==> config.mk <==
export PLATFORM = sky130hd
export DESIGN_NAME = store_drain_unit
export DESIGN_NICKNAME = d
export VERILOG_FILES = /design/src/rtl/core_config_pkg.sv /design/src/rtl/core_types_pkg.sv /design/src/rtl/store_byte_merge.sv /design/src/rtl/store_drain_unit.sv
export SDC_FILE = /design/constraint.sdc
export NUM_CORES = 1
export LEC_CHECK = 0
export ABC_AREA = 1
export CAP_MARGIN = 20
export CORE_UTILIZATION = 25
export CTS_CLUSTER_SIZE = 40
export DETAILED_ROUTE_END_ITERATION = 6
export DONT_BUFFER_PORTS = 1
export PLACE_DENSITY = 0.44
export SLEW_MARGIN = 40
export SYNTH_ARGS = -nofsm -noshare
export SYNTH_HDL_FRONTEND = slang
export SYNTH_SLANG_ARGS = --single-unit
export TNS_END_PERCENT = 100
==> constraint.sdc <==
create_clock -name clk -period 6.4 [get_ports clk]
set_input_delay 1.92 -clock clk [delete_from_list [all_inputs] [get_ports clk]]
set_output_delay 1.92 -clock clk [all_outputs]
set_load 0.02 [all_outputs]
==> src/rtl/core_config_pkg.sv <==
// Core-wide tuning constants shared by the memory pipeline blocks.
package core_config;
  localparam int STORE_DRAIN_BACKOFF_CYCLES = 4;
endpackage

==> src/rtl/core_types_pkg.sv <==
// Shared datapath types for the LSU / DCache store path.
package core_types;
  localparam int CORE_ADDR_W = 32;
  localparam int CORE_DATA_W = 32;
  localparam int CORE_STRB_W = CORE_DATA_W / 8;

  typedef struct packed {
    logic                   valid;
    logic [CORE_ADDR_W-1:0] addr;
    logic [CORE_DATA_W-1:0] data;
    logic [CORE_STRB_W-1:0] wstrb;
    logic                   uncached;
  } store_req_t;

  typedef struct packed {
    logic [CORE_ADDR_W-1:0] addr;
    logic [CORE_DATA_W-1:0] data;
    logic [CORE_STRB_W-1:0] wstrb;
    logic                   uncached;
  } dcache_store_req_t;

  typedef enum logic [1:0] {
    DRAIN_IDLE    = 2'd0,
    DRAIN_REQ     = 2'd1,
    DRAIN_WAIT    = 2'd2,
    DRAIN_BACKOFF = 2'd3
  } drain_state_e;
endpackage

==> src/rtl/store_byte_merge.sv <==
// Combinational byte-lane merge of a newer store over an older one to the same word.
module store_byte_merge
  import core_types::*;
#(
  parameter int ADDR_WIDTH = CORE_ADDR_W,
  parameter int DATA_WIDTH = CORE_DATA_W
) (
  input  logic [ADDR_WIDTH-1:0]   i_old_addr,
  input  logic [DATA_WIDTH-1:0]   i_old_data,
  input  logic [DATA_WIDTH/8-1:0] i_old_wstrb,
  input  logic [ADDR_WIDTH-1:0]   i_new_addr,
  input  logic [DATA_WIDTH-1:0]   i_new_data,
  input  logic [DATA_WIDTH/8-1:0] i_new_wstrb,
  output logic [DATA_WIDTH-1:0]   o_data,
  output logic [DATA_WIDTH/8-1:0] o_wstrb,
  output logic                    o_addr_match
);
  genvar gi;
  generate
    for (gi = 0; gi < DATA_WIDTH/8; gi++) begin : g_lane
      assign o_data[8*gi +: 8] = i_new_wstrb[gi] ? i_new_data[8*gi +: 8] : i_old_data[8*gi +: 8];
    end
  endgenerate

  assign o_wstrb      = i_old_wstrb | i_new_wstrb;
  assign o_addr_match = (i_old_addr[ADDR_WIDTH-1:2] == i_new_addr[ADDR_WIDTH-1:2]);
endmodule

==> src/rtl/store_drain_unit.sv <==
// Drains committed stores one at a time into the DCache store port, coalescing
// same-word cached stores while the held request is unaccepted, with retry backoff.
module store_drain_unit
  import core_types::*;
  import core_config::*;
#(
  parameter int ADDR_WIDTH     = CORE_ADDR_W,
  parameter int DATA_WIDTH     = CORE_DATA_W,
  parameter int BACKOFF_CYCLES = STORE_DRAIN_BACKOFF_CYCLES
) (
  input  logic                    clk,
  input  logic                    rst,
  input  store_req_t              store_req_i,
  output logic                    store_ready_o,
  output logic                    dcache_req_valid_o,
  input  logic                    dcache_req_ready_i,
  output logic [ADDR_WIDTH-1:0]   dcache_req_addr_o,
  output logic [DATA_WIDTH-1:0]   dcache_req_data_o,
  output logic [DATA_WIDTH/8-1:0] dcache_req_wstrb_o,
  output logic                    dcache_req_uncached_o,
  input  logic                    dcache_resp_valid_i,
  input  logic                    dcache_resp_retry_i,
  output logic                    store_done_o,
  output logic                    drained_o
);
  localparam int CNT_WIDTH = $clog2(BACKOFF_CYCLES + 1);
  localparam logic [CNT_WIDTH-1:0] BACKOFF_LOAD = CNT_WIDTH'(BACKOFF_CYCLES - 1);

  drain_state_e          r_state;
  dcache_store_req_t     r_hold;
  logic [CNT_WIDTH-1:0]  r_cnt;

  dcache_store_req_t     w_new;
  logic [DATA_WIDTH-1:0] w_merge_data;
  logic [DATA_WIDTH/8-1:0] w_merge_wstrb;
  logic                  w_addr_match;
  logic                  w_merge_window;
  logic                  w_merge_ok;
  logic                  w_done;
  logic                  w_take;
  logic                  w_accept;

  store_byte_merge #(
    .ADDR_WIDTH (ADDR_WIDTH),
    .DATA_WIDTH (DATA_WIDTH)
  ) u_merge (
    .i_old_addr   (r_hold.addr),
    .i_old_data   (r_hold.data),
    .i_old_wstrb  (r_hold.wstrb),
    .i_new_addr   (store_req_i.addr),
    .i_new_data   (store_req_i.data),
    .i_new_wstrb  (store_req_i.wstrb),
    .o_data       (w_merge_data),
    .o_wstrb      (w_merge_wstrb),
    .o_addr_match (w_addr_match)
  );

  assign w_new = '{addr:     {store_req_i.addr[ADDR_WIDTH-1:2], 2'b00},
                   data:     store_req_i.data,
                   wstrb:    store_req_i.wstrb,
                   uncached: store_req_i.uncached};

  // Merging is only safe while the DCache cannot be sampling the payload this edge.
  assign w_merge_window = ((r_state == DRAIN_REQ) && !dcache_req_ready_i) || (r_state == DRAIN_BACKOFF);
  assign w_merge_ok     = w_merge_window && !r_hold.uncached && store_req_i.valid &&
                          !store_req_i.uncached && w_addr_match;
  assign w_done         = (r_state == DRAIN_WAIT) && dcache_resp_valid_i && !dcache_resp_retry_i;
  assign w_take         = (r_state == DRAIN_IDLE) || w_done;
  assign store_ready_o  = rst && (w_take || w_merge_ok);
  assign w_accept       = store_req_i.valid && store_ready_o;

  assign dcache_req_valid_o    = (r_state == DRAIN_REQ);
  assign dcache_req_addr_o     = r_hold.addr;
  assign dcache_req_data_o     = r_hold.data;
  assign dcache_req_wstrb_o    = r_hold.wstrb;
  assign dcache_req_uncached_o = r_hold.uncached;
  assign store_done_o          = w_done;
  assign drained_o             = (r_state == DRAIN_IDLE);

  always_ff @(posedge clk or negedge rst) begin
    if (!rst) begin
      r_state <= DRAIN_IDLE;
      r_hold  <= '0;
      r_cnt   <= '0;
    end else begin
      case (r_state)
        DRAIN_IDLE: begin
          if (w_accept) begin
            r_hold  <= w_new;
            r_state <= DRAIN_REQ;
          end
        end
        DRAIN_REQ: begin
          if (dcache_req_ready_i) begin
            r_state <= DRAIN_WAIT;
          end else if (w_accept) begin
            r_hold.data  <= w_merge_data;
            r_hold.wstrb <= w_merge_wstrb;
          end
        end
        DRAIN_WAIT: begin
          if (dcache_resp_valid_i) begin
            if (dcache_resp_retry_i) begin
              r_cnt   <= BACKOFF_LOAD;
              r_state <= DRAIN_BACKOFF;
            end else if (w_accept) begin
              r_hold  <= w_new;
              r_state <= DRAIN_REQ;
            end else begin
              r_state <= DRAIN_IDLE;
            end
          end
        end
        DRAIN_BACKOFF: begin
          if (w_accept) begin
            r_hold.data  <= w_merge_data;
            r_hold.wstrb <= w_merge_wstrb;
          end
          if (r_cnt == '0) begin
            r_state <= DRAIN_REQ;
          end else begin
            r_cnt <= r_cnt - 1'b1;
          end
        end
        default: r_state <= DRAIN_IDLE;
      endcase
    end
  end
endmodule

==> results of run 1 <==
-- registers in the layout, indices dropped and copies added, names as in the netlist --
name and count:
dcache_req_data_o 32, dcache_req_addr_o 30, dcache_req_wstrb_o 4, r_state 2, r_cnt 3, dcache_req_uncached_o 1
-- cell families after synthesis --
logic type | after synthesis | synth area share
AND/OR/NAND/NOR | 226 | 0.249
buffers and inverters | 73 | 0.0949
flip-flops | 72 | 0.479
AO/OA/AOI/OAI | 47 | 0.103
XOR/XNOR | 23 | 0.0536
adder cells (fa/ha/maj) | 6 | 0.0200
other | 1 | 0.000998
-- metal layers --
layer / share of wire / track usage
met2: 0.46 / 0.198
met5: 0 / 0
met4: 0.015 / 0.0446
met3: 0.14 / 0.0773
met1: 0.39 / 0.134
-- how the worst max path moves through the flow --
| stage | start | end | slack (ps) | cells past startpoint |
|---|---|---|---|---|
| after floorplan | dcache_resp_valid_i | store_ready_o | 1470 | 4 |
| after global placement | store_req_i[56] | store_ready_o | 1450 | 7 |
| after detailed placement | store_req_i[56] | store_ready_o | 1450 | 7 |
| after CTS | store_req_i[56] | store_ready_o | 1440 | 7 |
| after global routing | store_req_i[59] | store_ready_o | 1340 | 9 |
| final | store_req_i[59] | store_ready_o | 1520 | 9 |
-- cells in the final DEF, fill, tap and decap left out, drive strengths merged --
master / n
xnor2: 23
buf: 2
dfrtp: 72
nor2: 23
o211ai: 2
nand2: 158
clkbuf: 14
clkinv: 1
o21ai: 35
nand4: 1
a31oi: 1
inv: 61
nand3: 39
bufinv: 1
o21bai: 4
conb: 2
ha: 6
o22ai: 1
a21oi: 2
a21boi: 2
nor3: 5
-- worst reg2reg max path: cells and delay by family (launching register included) --
family | cells | cell delay (ps)
compound gates | 2 | 400
fa+ha+maj | 1 | 420
buf+inv | 2 | 430
flops | 1 | 400
simple gates | 9 | 1210
-- per-stage QoR --
stage	std cells	util	power, W	setup slack, ps
finish	639	0.289	0.00223	1520
global route	639	0.289	0.00242	1340
CTS	638	0.287	0.00227	1440
detailed placement	622	0.265	0.00172	1450
global placement	622	0.265	0.00169	1450
floorplan	449	-	0.00157	1470
-- area by class of cell --
type                       instances  area (µm²)  share of cell area
sequential                        72        1800               0.428
multi-input combinational        304        1600               0.381
clock buffer                      14         284              0.0674
tap                              184         230              0.0547
inverter                          61         229              0.0544
clock inverter                     2        35.0             0.00832
timing repair buffer               2        27.5             0.00654
-- power by group --
| group | internal, W | total [W] | switching, W |
|---|---|---|---|
| Combinational | 0.000248 | 0.000604 | 0.000356 |
| Clock | 0.000344 | 0.000534 | 0.000190 |
| Sequential | 0.000661 | 0.00109 | 0.000429 |
| Total | 0.00125 | 0.00223 | 0.000976 |
==> results_dict.tcl, run 1 <==
set metrics [dict create \
    status "complete, no violations" \
    crit_path_max_fanout 6 \
    drt_first_pass_iters 4 \
    antenna_cells 0 \
    first_iter_violations 112 \
    grt_max_degree 77 \
    path_common_cell "nand2_1" \
    synth_area_leaders "dfrtp_1 48%, nand2_1 16%, o21ai_2 7.2%, inv_1 5.9%, xnor2_1 5.4%" \
    synth_common_cells "157 x nand2_1, 72 x dfrtp_1, 59 x inv_1" \
    slowest_stage "a21boi_4" \
    die_w_um 125 \
    whs_ps 541 \
    r2r_end "dcache_req_addr_o[5]" \
    synth_top_area_frac 0.479 \
    synth_top_area_cell "dfrtp_1" \
    hold_class "flop to flop" \
    synth.ff_latch_count 72 \
    timing.fmax_mhz 205 \
    fin_area_um2 4210 \
    crit_required_ps 4480 \
    synth.avg_cell_area_um2 8.39 \
    placed_area_um2 3870 \
    die-height_um 125 \
    port_buffers 0 \
    rsz0062_at_grt "no" \
    cp_num_buf_inv 1 \
    crit_type "input pin to primary output" \
    die-area_um2 15500 \
    finalHoldViolCount 0 \
    synth_ff_type "dfrtp_1" \
    yosysWarnings 0 \
    first_global_vias 2879 \
    cts_setup_buffers 0 \
    coreArea_um2 14600 \
    power.density_nw_per_um2 529 \
    area_delta_synth_final_pct 12.1 \
    grt_usage 0.125 \
    ys_seq_area_frac 0.479 \
    hold_depth 2 \
    regToRegSetupSlack_ps 3440 \
    hold_buffers 0 \
    fin_crit_sh 0.762 \
    drive_gt1_frac 0.123 \
    tightest_slew_ps 597 \
    irDropWorstVdd_uv 207 \
    yosysMostFrequentCell "nand2_1" \
    hpwl_mm 6.53 \
    hp-start "r_cnt[2]" \
    drc 0 \
    ys_types 26 \
    ctsLongestPathBuffers 2 \
    synth_area_um2 3760 \
    numCtsBuffers 9 \
    relSlewSlack 0.601 \
    finalMaxSlewViolations 0 \
    cap_viol_max_count 0 \
    setup-tns-final_ps 0 \
    cts_sinks 72 \
    tritoncts "yes" \
    min_to "r_cnt[2]" \
    rows 44 \
    drt_wl_total_mm 9.03 \
    setup_viol 0 \
    cts.htree.levels 3 \
    vias_per_cell 4.34 \
    fillerInstances 1557 \
    finClkSkew_ps 4.19 \
    slowest_delay_ps 350 \
    synth_edf_count 0 \
    crit_arrival_ps 2960 \
    postRouteAntennaNets 0 \
    vias 2772 \
    insertion_delay_ps 340 \
    worstPathCellList "inv_1, nand2_1, nand2_1, nand2_1, nor2_1, nand2_1, nor2_1, nand2_2, a21boi_4" \
    cpLargestDelayFamily "simple AND/OR/NAND/NOR gates" \
    grt-ovfl-total 0 \
    ys_async_sr_fraction 1.00 \
    io_pins 148 \
    r2r-start "r_state[1]" \
    min_period_ps 4880 \
    root_buffer "clkbuf_16" \
    cp-start-kind "input pin" \
    final_net_count 531 \
    worst_setup_path_end_kind "primary output" \
    netlist_instances 448 \
    detail_route.wl_per_cell_um 14.1 \
    worstRegToRegCells 14 \
    ctsResizeCount 0 \
    grt_pass1_wl_mm 15.0 \
    place_congestion 0.767 \
    power_leakage_nw 2.15 \
    antenna_found_initial 0 \
    clk_pin_slew_ps 60 \
    start_util 0.258 \
]
Note: power is estimated with default switching activity, not from simulation.
==> run 2, diff against run 1 <==
clock period = 4.75 ns   (was 6.4 ns; I/O delays follow)
==> run 2 against run 1 <==
Effect of this change: first-iteration DRC count grew 19%; via count fell by 0.97%; final cell count decreased by 0.47%; critical endpoint unchanged.
==> results_dict.tcl, run 2 (synthesis gave the netlist of run 1 again) <==
set metrics [dict create \
    grt_max_degree 77 \
    vias_per_cell 4.32 \
    rsz0062_at_grt "no" \
    postRouteAntennaNets 0 \
    timing.fmax_mhz 255 \
    worstRegToRegCells 14 \
    hold_class "flop to flop" \
    finalHoldViolCount 0 \
    grt_usage 0.121 \
    antenna_found_initial 0 \
    power.density_nw_per_um2 698 \
    min_period_ps 3920 \
    cp-start-kind "input pin" \
    vias 2745 \
    relSlewSlack 0.473 \
    die_w_um 125 \
    insertion_delay_ps 330 \
    area_delta_synth_final_pct 10.2 \
    start_util 0.258 \
    dp_cells 623 \
    crit_start "dcache_req_ready_i" \
    hp-start "r_cnt[2]" \
    power_leakage_nw 2.11 \
    clk_pin_slew_ps 60 \
    cap_viol_max_count 0 \
    finalMaxSlewViolations 0 \
    crit_type "input pin to primary output" \
    cts_setup_buffers 0 \
    grt-ovfl-total 0 \
    root_buffer "clkbuf_16" \
    numCtsBuffers 9 \
    cts_sinks 72 \
    fin_area_um2 4140 \
    status "complete, no violations" \
    grt_pass1_wl_mm 14.5 \
    fin_crit_sh 0.825 \
    ctsLongestPathBuffers 2 \
    die-area_um2 15500 \
    layout_commonest_cell "nand2_1" \
    crit_arrival_ps 2490 \
    first_global_vias 2826 \
    cts.htree.levels 3 \
    crit_path_max_fanout 6 \
    worst_setup_path_end_kind "primary output" \
    drt_first_pass_iters 4 \
    largest_register_ffs 32 \
    antenna_cells 0 \
    die-height_um 125 \
    final_net_count 531 \
    ctsResizeCount 0 \
    first_iter_violations 133 \
    hpwl_mm 6.48 \
    setup_viol 0 \
    stdcell_count 636 \
    detail_route.wl_per_cell_um 14.0 \
    drive_gt1_frac 0.117 \
    setup-tns-final_ps 0 \
    port_buffers 0 \
    hold_buffers 0 \
    coreArea_um2 14600 \
    mostFrequentLayoutCells "157 x nand2_1, 72 x dfrtp_1, 59 x inv_1" \
    finalWorstSetupSlack_ps 830 \
    regToRegSetupSlack_ps 1880 \
    finClkSkew_ps 4.67 \
    tritoncts "yes" \
    irDropWorstVdd_uv 229 \
    total_power_w 0.00289 \
    drc 0 \
    place_congestion 0.741 \
    io_pins 148 \
    rows 44 \
    placed_area_um2 3880 \
    r2r-start "r_state[1]" \
    tightest_slew_ps 790 \
    dp_slack_ps 789 \
    crit_required_ps 3320 \
    crit_path_end "store_ready_o" \
    r2r_end "dcache_req_addr_o[6]" \
    drt_wl_total_mm 8.93 \
]
==> run 2: cell types whose count changed in the layout (fill, tap and decap cells not counted), sizes merged <==
| cell | change |
|---|---|
| bufinv | -1 |
| clkbuf | -2 |
==> run 2: how the worst min path moves through the flow <==
stage | slack [ps] | depth (start not counted) | to
6_report | 540 | 2 | r_cnt[2]
5_1_grt | 570 | 2 | r_cnt[2]
4_1_cts | 540 | 2 | r_cnt[2]
3_5_place_dp | 530 | 2 | r_cnt[2]
3_3_place_gp | 510 | 2 | r_cnt[2]
2_1_floorplan | 490 | 2 | r_cnt[2]
==> run 2: cell type report <==
cell class	instances	area [µm²]
fillers	1573	10400
well taps	184	230
flip-flops and latches	72	1800
clock buffers	12	256
multi-input cells	304	1600
repair buffers	2	15.0
clock inverters	1	5.00
inverters	61	229
==> run 2: power breakdown <==
| part | internal [W] | switching [W] |
|---|---|---|
| Combinational | 0.000331 | 0.000475 |
| Sequential | 0.000891 | 0.000579 |
| Clock | 0.000372 | 0.000241 |
==> run 2: stage by stage <==
step,hold slack (ps),utilization
after floorplan,494,-
after global placement,514,0.266
after detailed placement,525,0.266
after CTS,543,0.284
after global routing,571,0.284
final,537,0.284
==> run 2: critical path, stage by stage <==
cell,delay (ps)
inv_1,30
nand2_1,70
nand2_1,100
nand2_1,60
nor2_1,160
nand2_1,80
nor2_2,110
nand2_2,100
a21boi_4,350
==> run 2: metal layers <==
layer  global-route usage  vias up  routed length [µm]  part of all wire
li1                     -     1383                   -                 -
met1                0.135     1233                3630              0.41
met2                0.187      121                4020              0.45
met3               0.0726        8                1160              0.13
met4               0.0454        0                 116             0.013
met5                    0        -                   0                 0
